[src/rtl/a0_trace_pkg.sv]
// Shared defaults and occupancy-width helper for the a0 trace capture block.
package a0_trace_pkg;
  localparam int DEF_DATA_WIDTH = 32;
  localparam int DEF_DEPTH      = 16;
  localparam int DEF_DROP_W     = 16;

  // Occupancy must represent 0..DEPTH inclusive, hence one extra bit.
  function automatic int cnt_w(input int depth);
    return $clog2(depth) + 1;
  endfunction

  typedef logic [$clog2(DEF_DEPTH):0] cnt_t;
endpackage

[src/rtl/sync_fifo.sv]
// Show-ahead single-clock FIFO; a push lands on out_data one cycle later when empty.
// Backpressure: push is refused only when full with no pop on the same edge.
module sync_fifo #(
  parameter int DATA_WIDTH = 32,
  parameter int DEPTH      = 16
) (
  input  logic                    clk,
  input  logic                    rst,
  input  logic                    push,
  input  logic [DATA_WIDTH-1:0]   push_data,
  input  logic                    pop_req,
  output logic [DATA_WIDTH-1:0]   out_data,
  output logic                    out_valid,
  output logic [$clog2(DEPTH):0]  count,
  output logic                    full,
  output logic                    pop
);
  localparam int AW = $clog2(DEPTH);

  logic [DATA_WIDTH-1:0] mem [DEPTH];
  logic [AW-1:0]         wptr;
  logic [AW-1:0]         rptr;
  logic                  wr;

  assign full      = (count == (AW+1)'(DEPTH));
  assign out_valid = (count != '0);
  assign pop       = pop_req && out_valid;
  // A pop on the same edge frees the slot the push needs.
  assign wr        = push && (!full || pop);
  assign out_data  = mem[rptr];

  always_ff @(posedge clk) begin
    if (rst) begin
      wptr  <= '0;
      rptr  <= '0;
      count <= '0;
    end else begin
      if (wr)  wptr <= wptr + 1'b1;
      if (pop) rptr <= rptr + 1'b1;
      if (wr && !pop)      count <= count + 1'b1;
      else if (pop && !wr) count <= count - 1'b1;
    end
  end

  always_ff @(posedge clk) begin
    if (wr) mem[wptr] <= push_data;
  end
endmodule

[src/rtl/a0_trace_fifo.sv]
// Records each change of the CPU a0 register into a FIFO; one cycle capture-to-output.
// Never stalls the CPU: samples arriving while full are dropped, counted and flagged.
module a0_trace_fifo
  import a0_trace_pkg::*;
#(
  parameter int DATA_WIDTH = DEF_DATA_WIDTH,
  parameter int DEPTH      = DEF_DEPTH,
  parameter int DROP_W     = DEF_DROP_W
) (
  input  logic                         clk,
  input  logic                         rst,
  input  logic [DATA_WIDTH-1:0]        a0,
  input  logic                         en,
  output logic [DATA_WIDTH-1:0]        out_data,
  output logic                         out_valid,
  input  logic                         out_ready,
  output logic [cnt_w(DEPTH)-1:0]      count,
  output logic                         overflow,
  output logic [DROP_W-1:0]            drop_cnt
);
  logic [DATA_WIDTH-1:0] prev;
  logic                  prev_ok;
  logic                  cap;
  logic                  full;
  logic                  pop;
  logic                  drop;

  assign cap  = en && (!prev_ok || (a0 != prev));
  assign drop = cap && full && !pop;

  sync_fifo #(
    .DATA_WIDTH (DATA_WIDTH),
    .DEPTH      (DEPTH)
  ) u_fifo (
    .clk       (clk),
    .rst       (rst),
    .push      (cap),
    .push_data (a0),
    .pop_req   (out_ready),
    .out_data  (out_data),
    .out_valid (out_valid),
    .count     (count),
    .full      (full),
    .pop       (pop)
  );

  // prev tracks the last captured value even when its push was dropped,
  // so a held value is not retried every cycle.
  always_ff @(posedge clk) begin
    if (rst) begin
      prev     <= '0;
      prev_ok  <= 1'b0;
      overflow <= 1'b0;
      drop_cnt <= '0;
    end else begin
      if (cap) begin
        prev    <= a0;
        prev_ok <= 1'b1;
      end
      if (drop) begin
        overflow <= 1'b1;
        if (drop_cnt != '1) drop_cnt <= drop_cnt + 1'b1;
      end
    end
  end
endmodule

[config.mk]
export PLATFORM = sky130hd
export DESIGN_NAME = a0_trace_fifo
export DESIGN_NICKNAME = d
export VERILOG_FILES = /design/src/rtl/a0_trace_pkg.sv /design/src/rtl/sync_fifo.sv /design/src/rtl/a0_trace_fifo.sv
export SDC_FILE = /design/constraint.sdc
export NUM_CORES = 1
export LEC_CHECK = 0
export ABC_CLOCK_PERIOD_IN_PS = 18300
export CAP_MARGIN = 25
export CORE_UTILIZATION = 40
export DETAILED_ROUTE_END_ITERATION = 6
export GPL_TIMING_DRIVEN = 0
export SLEW_MARGIN = 20
export SYNTH_ARGS = -nofsm -noshare
export SYNTH_HDL_FRONTEND = slang
export SYNTH_SLANG_ARGS = --single-unit
[constraint.sdc]
create_clock -name clk -period 18.3 [get_ports clk]
set_input_delay 5.49 -clock clk [delete_from_list [all_inputs] [get_ports clk]]
set_output_delay 5.49 -clock clk [all_outputs]
set_load 0.005 [all_outputs]
Word-level counts from Yosys, hierarchy flattened
Memory sizes are Yosys's and may differ from the RTL's. A register that Yosys moved wholly into a read port is not among the register bits.
Index checks and enable logic that the tools add are counted.
{"block": "op_classes", "n_reduce_logical": 16, "n_addsub": 5, "eq_ne": 3, "mux": 6}
{"op": "inequality test 32 bit", "n": 1}
{"op": "adder 16 x 1 -> 16 bit (second input constant)", "n": 1}
{"op": "inequality test 16 bit (second input constant)", "n": 1}
{"op": "two-way mux 5 bit", "n": 2}
{"op": "adder 4 x 1 -> 4 bit (second input constant)", "n": 2}
{"op": "two-way mux 4 bit", "n": 2}
{"op": "logical AND 1 bit", "n": 7}
{"op": "adder 5 x 1 -> 5 bit (second input constant)", "n": 1}
{"op": "equality test 5 bit (second input constant)", "n": 1}
{"op": "nonzero test 5 bit", "n": 1}
{"op": "subtractor 5 x 1 -> 5 bit (second input constant)", "n": 1}
{"op": "logical NOT 1 bit", "n": 4}
{"op": "logical OR 1 bit", "n": 2}
{"op": "two-way mux 1 bit", "n": 2}
{"op": "AND reduction 2 bit", "n": 1}
{"op": "nonzero test 2 bit", "n": 1}
{"block": "word_totals", "wordCells": 38, "ramBits": 512, "memories": 1, "register_bits": 63, "in_bits": 36, "out_inout_bits": 55}
{"memory": "u_fifo.mem", "words": 16, "width": 32, "rd": 1, "rd_clocked_by_memory_dff": 1, "wr": 1, "line_no": "sync_fifo.sv:20", "rtl": "logic [DATA_WIDTH-1:0] mem [DEPTH];"}

Logic depth before layout (Yosys ltp)
{"block": "depth", "depth_word": 8, "ltp_mapped": 15, "mapped_depth_nobuf": 15}

By module
A second synthesis with hierarchy kept.
{"block": "unflattened", "cells_unflattened": 1194, "hier_area_um2": 22746.8}
{"mod": "sync_fifo", "area_per_inst_um2": 20049.2, "cells_per_inst": 901, "instances": 1, "seq_area_each_um2": 15715.1}
{"mod": "a0_trace_fifo", "area_per_inst_um2": 2697.6, "cells_per_inst": 293, "instances": 1, "seq_area_each_um2": 1001.0}

Worst setup path before layout
No wires, ideal clock.
{"block": "synth_path", "path_type": "in2reg", "from": "input a0[6]", "to": "memory u_fifo.mem[1][0], enable pin", "stages": 7, "arrival_time_ns": 9.699, "setup_slack_ns": 8.088, "path_buffers": 1, "cell_sequence": "xor2_1 nor2b_1 or4b_1 o31ai_1 nand2b_1 buf_2 nor4b_1"}
{"block": "synth_between", "elab_chain_len": 6}
{"item": "from (decl)", "line_no": "a0_trace_fifo.sv:12", "rtl": "input logic [DATA_WIDTH-1:0] a0,"}
{"item": "inequality test 32 bit", "line_no": "a0_trace_fifo.sv:28", "rtl": "assign cap = en && (!prev_ok || (a0 != prev));"}
{"item": "logical OR 1 bit", "line_no": "a0_trace_fifo.sv:28"}
{"item": "logical AND 1 bit", "line_no": "a0_trace_fifo.sv:28"}
{"item": "logical AND 1 bit", "line_no": "sync_fifo.sv:29", "rtl": "assign wr = push && (!full || pop);"}
{"item": "two-way mux 1 bit", "line_no": "sync_fifo.sv:46", "rtl": "if (wr) mem[wptr] <= push_data;"}
{"item": "two-way mux 1 bit (implied by the code)", "line_no": "sync_fifo.sv:46"}
{"item": "to (decl)", "line_no": "sync_fifo.sv:20"}
Every way passes these cells.

Final worst setup path
{"block": "layout_path", "from": "input a0[14]", "to": "register u_fifo.count[4]"}
{"block": "layout_between", "elab_chain_len": 7, "elab_cells_between_ends": 9}
{"item": "inequality test 32 bit *", "line_no": "a0_trace_fifo.sv:28"}
{"item": "logical OR 1 bit *", "line_no": "a0_trace_fifo.sv:28"}
{"item": "logical AND 1 bit *", "line_no": "a0_trace_fifo.sv:28"}
{"item": "logical AND 1 bit *", "line_no": "sync_fifo.sv:29"}
{"item": "named net u_fifo.wr", "line_no": "sync_fifo.sv:23", "rtl": "logic wr;"}
{"item": "logical NOT 1 bit", "line_no": "sync_fifo.sv:41", "rtl": "else if (pop && !wr) count <= count - 1'b1;"}
{"item": "logical AND 1 bit", "line_no": "sync_fifo.sv:41"}
{"item": "nonzero test 2 bit (no source line)"}
{"item": "to (signal assigned)", "line_no": "sync_fifo.sv:40", "rtl": "if (wr && !pop) count <= count + 1'b1;"}
{"item": "to (signal assigned)", "line_no": "sync_fifo.sv:41"}
{"item": "to (decl)", "line_no": "sync_fifo.sv:14", "rtl": "output logic [$clog2(DEPTH):0] count,"}
Mark *: on every way through the listed nets, which the timed path passes. The rest lies on a longest branch.
A chain may end at the register's enable or synchronous reset.

==> metrics.md <==
| Metric | Value |
|---|---|
| Run status | finished, final reports clean |
| Average size of a mapped cell | 20.6 sq um |
| Placement Setup Slack | 8.10 ns |
| Arr. time, crit path | 10.16 ns |
| Number of antenna violations at the first check in global routing | 1 |
| Chip Height | 240 um |
| Number of CTS-inserted buffers | 58 |
| Yosys cell types | 50 |
| Number of flops mapped to enable cells by yosys | 512 |
| Number of failing hold endpoints at the final stage | 0 |
| Max-cap violations | 0 |
| Global-route total usage across every layer | 0.179 |
| Sequential area share after synthesis | 0.738 |
| Unrepaired setup endpoints after global routing | false |
| # Post-CTS Setup Buffers | 0 |
| Tmin final | 9.64 ns |
| Non-Filler Instances | 2104 |
| Placeable core region | 55500 sq um |
| Ports placed on the boundary | 91 |
| Post-synth top flop | sky130_fd_sc_hd__edfxtp_1 |
| TritonCTS Sinks | 579 |
| Clock tree from TritonCTS | yes |
| Critical path class | input port to flop |
| Peak supply drop | 73.9 uV |
| Required arrival time at the worst endpoint | 18.82 ns |
| Number of hold buffers added after CTS | 0 |
| Post-detailed-placement half-perimeter wirelength | 33.6 mm |
| Final Max Tran Viols | 0 |
| Residual DRC count | 0 |
| Routed wire per std cell | 24.0 um |
| Design Area, Final | 27100 sq um |
| Power Dens Cells | 125 nW/um^2 |
| Endpoint class of the critical path | flop |
| Detail-routed via count per cell | 5.36 |
| Die Area | 57600 sq um |
| Post-synthesis instance area | 22700 sq um |
| Clock share of power | 0.347 |
| Slew Limit Headroom | 0.326 |
| Reported net switching power | 0.832 mW |
| Largest net degree at the start of global routing | 33 |
| Biggest fanout along the worst timing path | 18 |
| Initial core utilization | 0.408 |
| P_leak | 8.62 nW |
| Clock-pin slew of the registers on the worst-case setup and hold paths | 0.06 ns |
| Horizontal extent of the die | 240 um |
| Remaining Overflow, GRT | 0 |
| Number of placed instances with taps included | 1991 |
| Placement Rows | 86 |
| Vias in the first global route | 11700 |
| Total of endpoints with negative setup slack in the final report | 0 |
| Port Buffer Count | 89 |
| F_max | 104 MHz |
| Number of standard cells after synthesis | 1098 |
| Post-detailed-placement cell area | 25100 sq um |
| Post-route antenna net violation count | 0 |
| Sequential share of power | 0.440 |
| Antenna diode count | 0 |
| Skew final | 0.0215 ns |
| Flop and latch count out of synthesis | 579 |
| Initial DRT Pass Iterations | 5 |
| Net count reported at finish | 1354 |
| Maximum clock path buffer count | 3 |
| PostCTS Resize Cnt | 0 |
| Area delta synth->final | 19.4% |
| Async set or reset register ratio after synthesis | 0 |
| DRC violation total after the first TritonRoute iteration | 998 |
| Htree depth | 2 |
| Synth warn | 0 |
| Final period utilization | 0.527 |
| Synth Net Count | 1145 |
| Setup TNS | 0 ns |
| Clock root buffer | sky130_fd_sc_hd__clkbuf_16 |
| Worst slew pin tran | 1.01 ns |
| Vias | 11300 |
| Total Routed Length | 50.5 mm |
| Final setup slack of the worst path | 8.66 ns |
| Proportion of power drawn by combinational gates | 0.213 |
| Fraction of layout cells with a size suffix above 1 | 0.259 |
| Final weighted congestion of routability-driven global placement | 0.839 |
| Insertion delay of the later-clocked pin in the worst-skew pair | 0.60 ns |
| Class of the tightest hold or removal check | flop to flop |
| Internal power contribution | 2.56 mW |
| Critical Path Start Type | input port |
| Most common library cell in the layout ignoring fill and taps | sky130_fd_sc_hd__edfxtp_1 |
| Net switching share of the total power | 0.245 |
| Commonest non-fill, non-tap cells in the layout | sky130_fd_sc_hd__edfxtp_1, sky130_fd_sc_hd__mux4_2, sky130_fd_sc_hd__clkdlybuf4s50_1, sky130_fd_sc_hd__nor2_1, sky130_fd_sc_hd__dfxtp_1 |
| Global-route wire length before repair | 75.2 mm |
worst paths after layout:
path | depth (start not counted) | slack (ns) | from | endpoint
setup reg to reg | 14 | 14.20 | prev[14] | u_fifo.count[4]
setup / recovery | 15 | 8.66 | a0[14] | u_fifo.count[4]
hold / removal | 1 | 0.49 | overflow | overflow
hold reg to reg | 1 | 0.49 | overflow | overflow
synth_stat cells (all sizes together) (5+ instances only):
cell	number	area [sq um]
buf	21	109
xnor2	15	131
nor4	13	96.3
ha	10	125
nor2	71	267
xor2	26	228
inv	8	30.0
edfxtp	512	15400
nand2	11	41.3
nor2b	11	68.8
dfxtp	67	1340
clkbuf	33	124
mux4	160	3600
mux2i	34	340
nand3	12	60.1
mux2	12	135
a21oi	11	55.1
or3	6	37.5
nand4	11	68.8
nor3	7	35.0
nor4b	7	61.3
and2	5	31.3
o21ai	6	30.0
area by class of cell:
class / instances / area (sq um)
well taps: 748 / 936
flip-flops and latches: 579 / 16700
inverters: 8 / 30.0
repair buffers: 149 / 1470
clock inverters: 20 / 170
clock buffers: 89 / 1740
multi-input cells: 457 / 5760
fillers: 4590 / 28500
plain buffers: 54 / 236
through the flow:
step | hold slack, ns | utilization | power [mW]
finish | 0.490 | 0.487 | 3.39
CTS | 0.492 | 0.487 | 3.42
global route | 0.519 | 0.487 | 3.52
detailed placement | 0.473 | 0.452 | 2.25
floorplan | 0.455 | - | 1.96
global placement | 0.469 | 0.441 | 2.22
power groups by stage:
| stage | clock [mW] | combinational, mW | sequential, mW |
|---|---|---|---|
| 2_1_floorplan | 0 | 0.445 | 1.52 |
| 3_3_place_gp | 0 | 0.700 | 1.52 |
| 3_5_place_dp | 0 | 0.730 | 1.52 |
| 4_1_cts | 1.20 | 0.734 | 1.49 |
| 5_1_grt | 1.25 | 0.781 | 1.49 |
| 6_report | 1.18 | 0.722 | 1.49 |
sequential cells by signal, indices dropped and copies added (netlist names), named ones only:
register / count
u_fifo.wptr: 4
drop_cnt: 16
u_fifo.mem: 512
prev_ok: 1
prev: 32
overflow: 1
u_fifo.rptr: 4
u_fifo.count: 5
routing by layer:
metal / global-route usage / vias up / share of wire
li1: - / 4938 / -
met4: 0.0434 / 2 / 0.017
met5: 0 / - / 0.00026
met1: 0.256 / 5910 / 0.45
met2: 0.285 / 356 / 0.48
met3: 0.0313 / 65 / 0.060
critical path, cell delays in order:
cell	delay, ns
sky130_fd_sc_hd__clkdlybuf4s50_1	0.78
sky130_fd_sc_hd__xnor2_1	0.47
sky130_fd_sc_hd__nand4_1	0.13
sky130_fd_sc_hd__or4b_1	0.52
sky130_fd_sc_hd__o31ai_1	0.76
sky130_fd_sc_hd__nand2b_1	0.36
sky130_fd_sc_hd__inv_2	0.08
sky130_fd_sc_hd__ha_1	0.24
sky130_fd_sc_hd__inv_1	0.15
sky130_fd_sc_hd__ha_1	0.29
sky130_fd_sc_hd__a21o_1	0.19
sky130_fd_sc_hd__a21oi_1	0.16
sky130_fd_sc_hd__xnor2_1	0.09
sky130_fd_sc_hd__or3_1	0.30
sky130_fd_sc_hd__a21oi_1	0.14
logic make-up after synthesis:
| kind of cell | Yosys count | synth area share |
|---|---|---|
| muxes | 206 | 0.180 |
| DFF | 579 | 0.738 |
| and+or+nand+nor | 173 | 0.0412 |
| AOI/OAI and AO/OA | 26 | 0.00734 |
| xor gates and xnor gates | 41 | 0.0158 |
| buffers and inverters | 62 | 0.0116 |
| adders and majority gates | 11 | 0.00640 |
(Power assumes the default switching activity.)
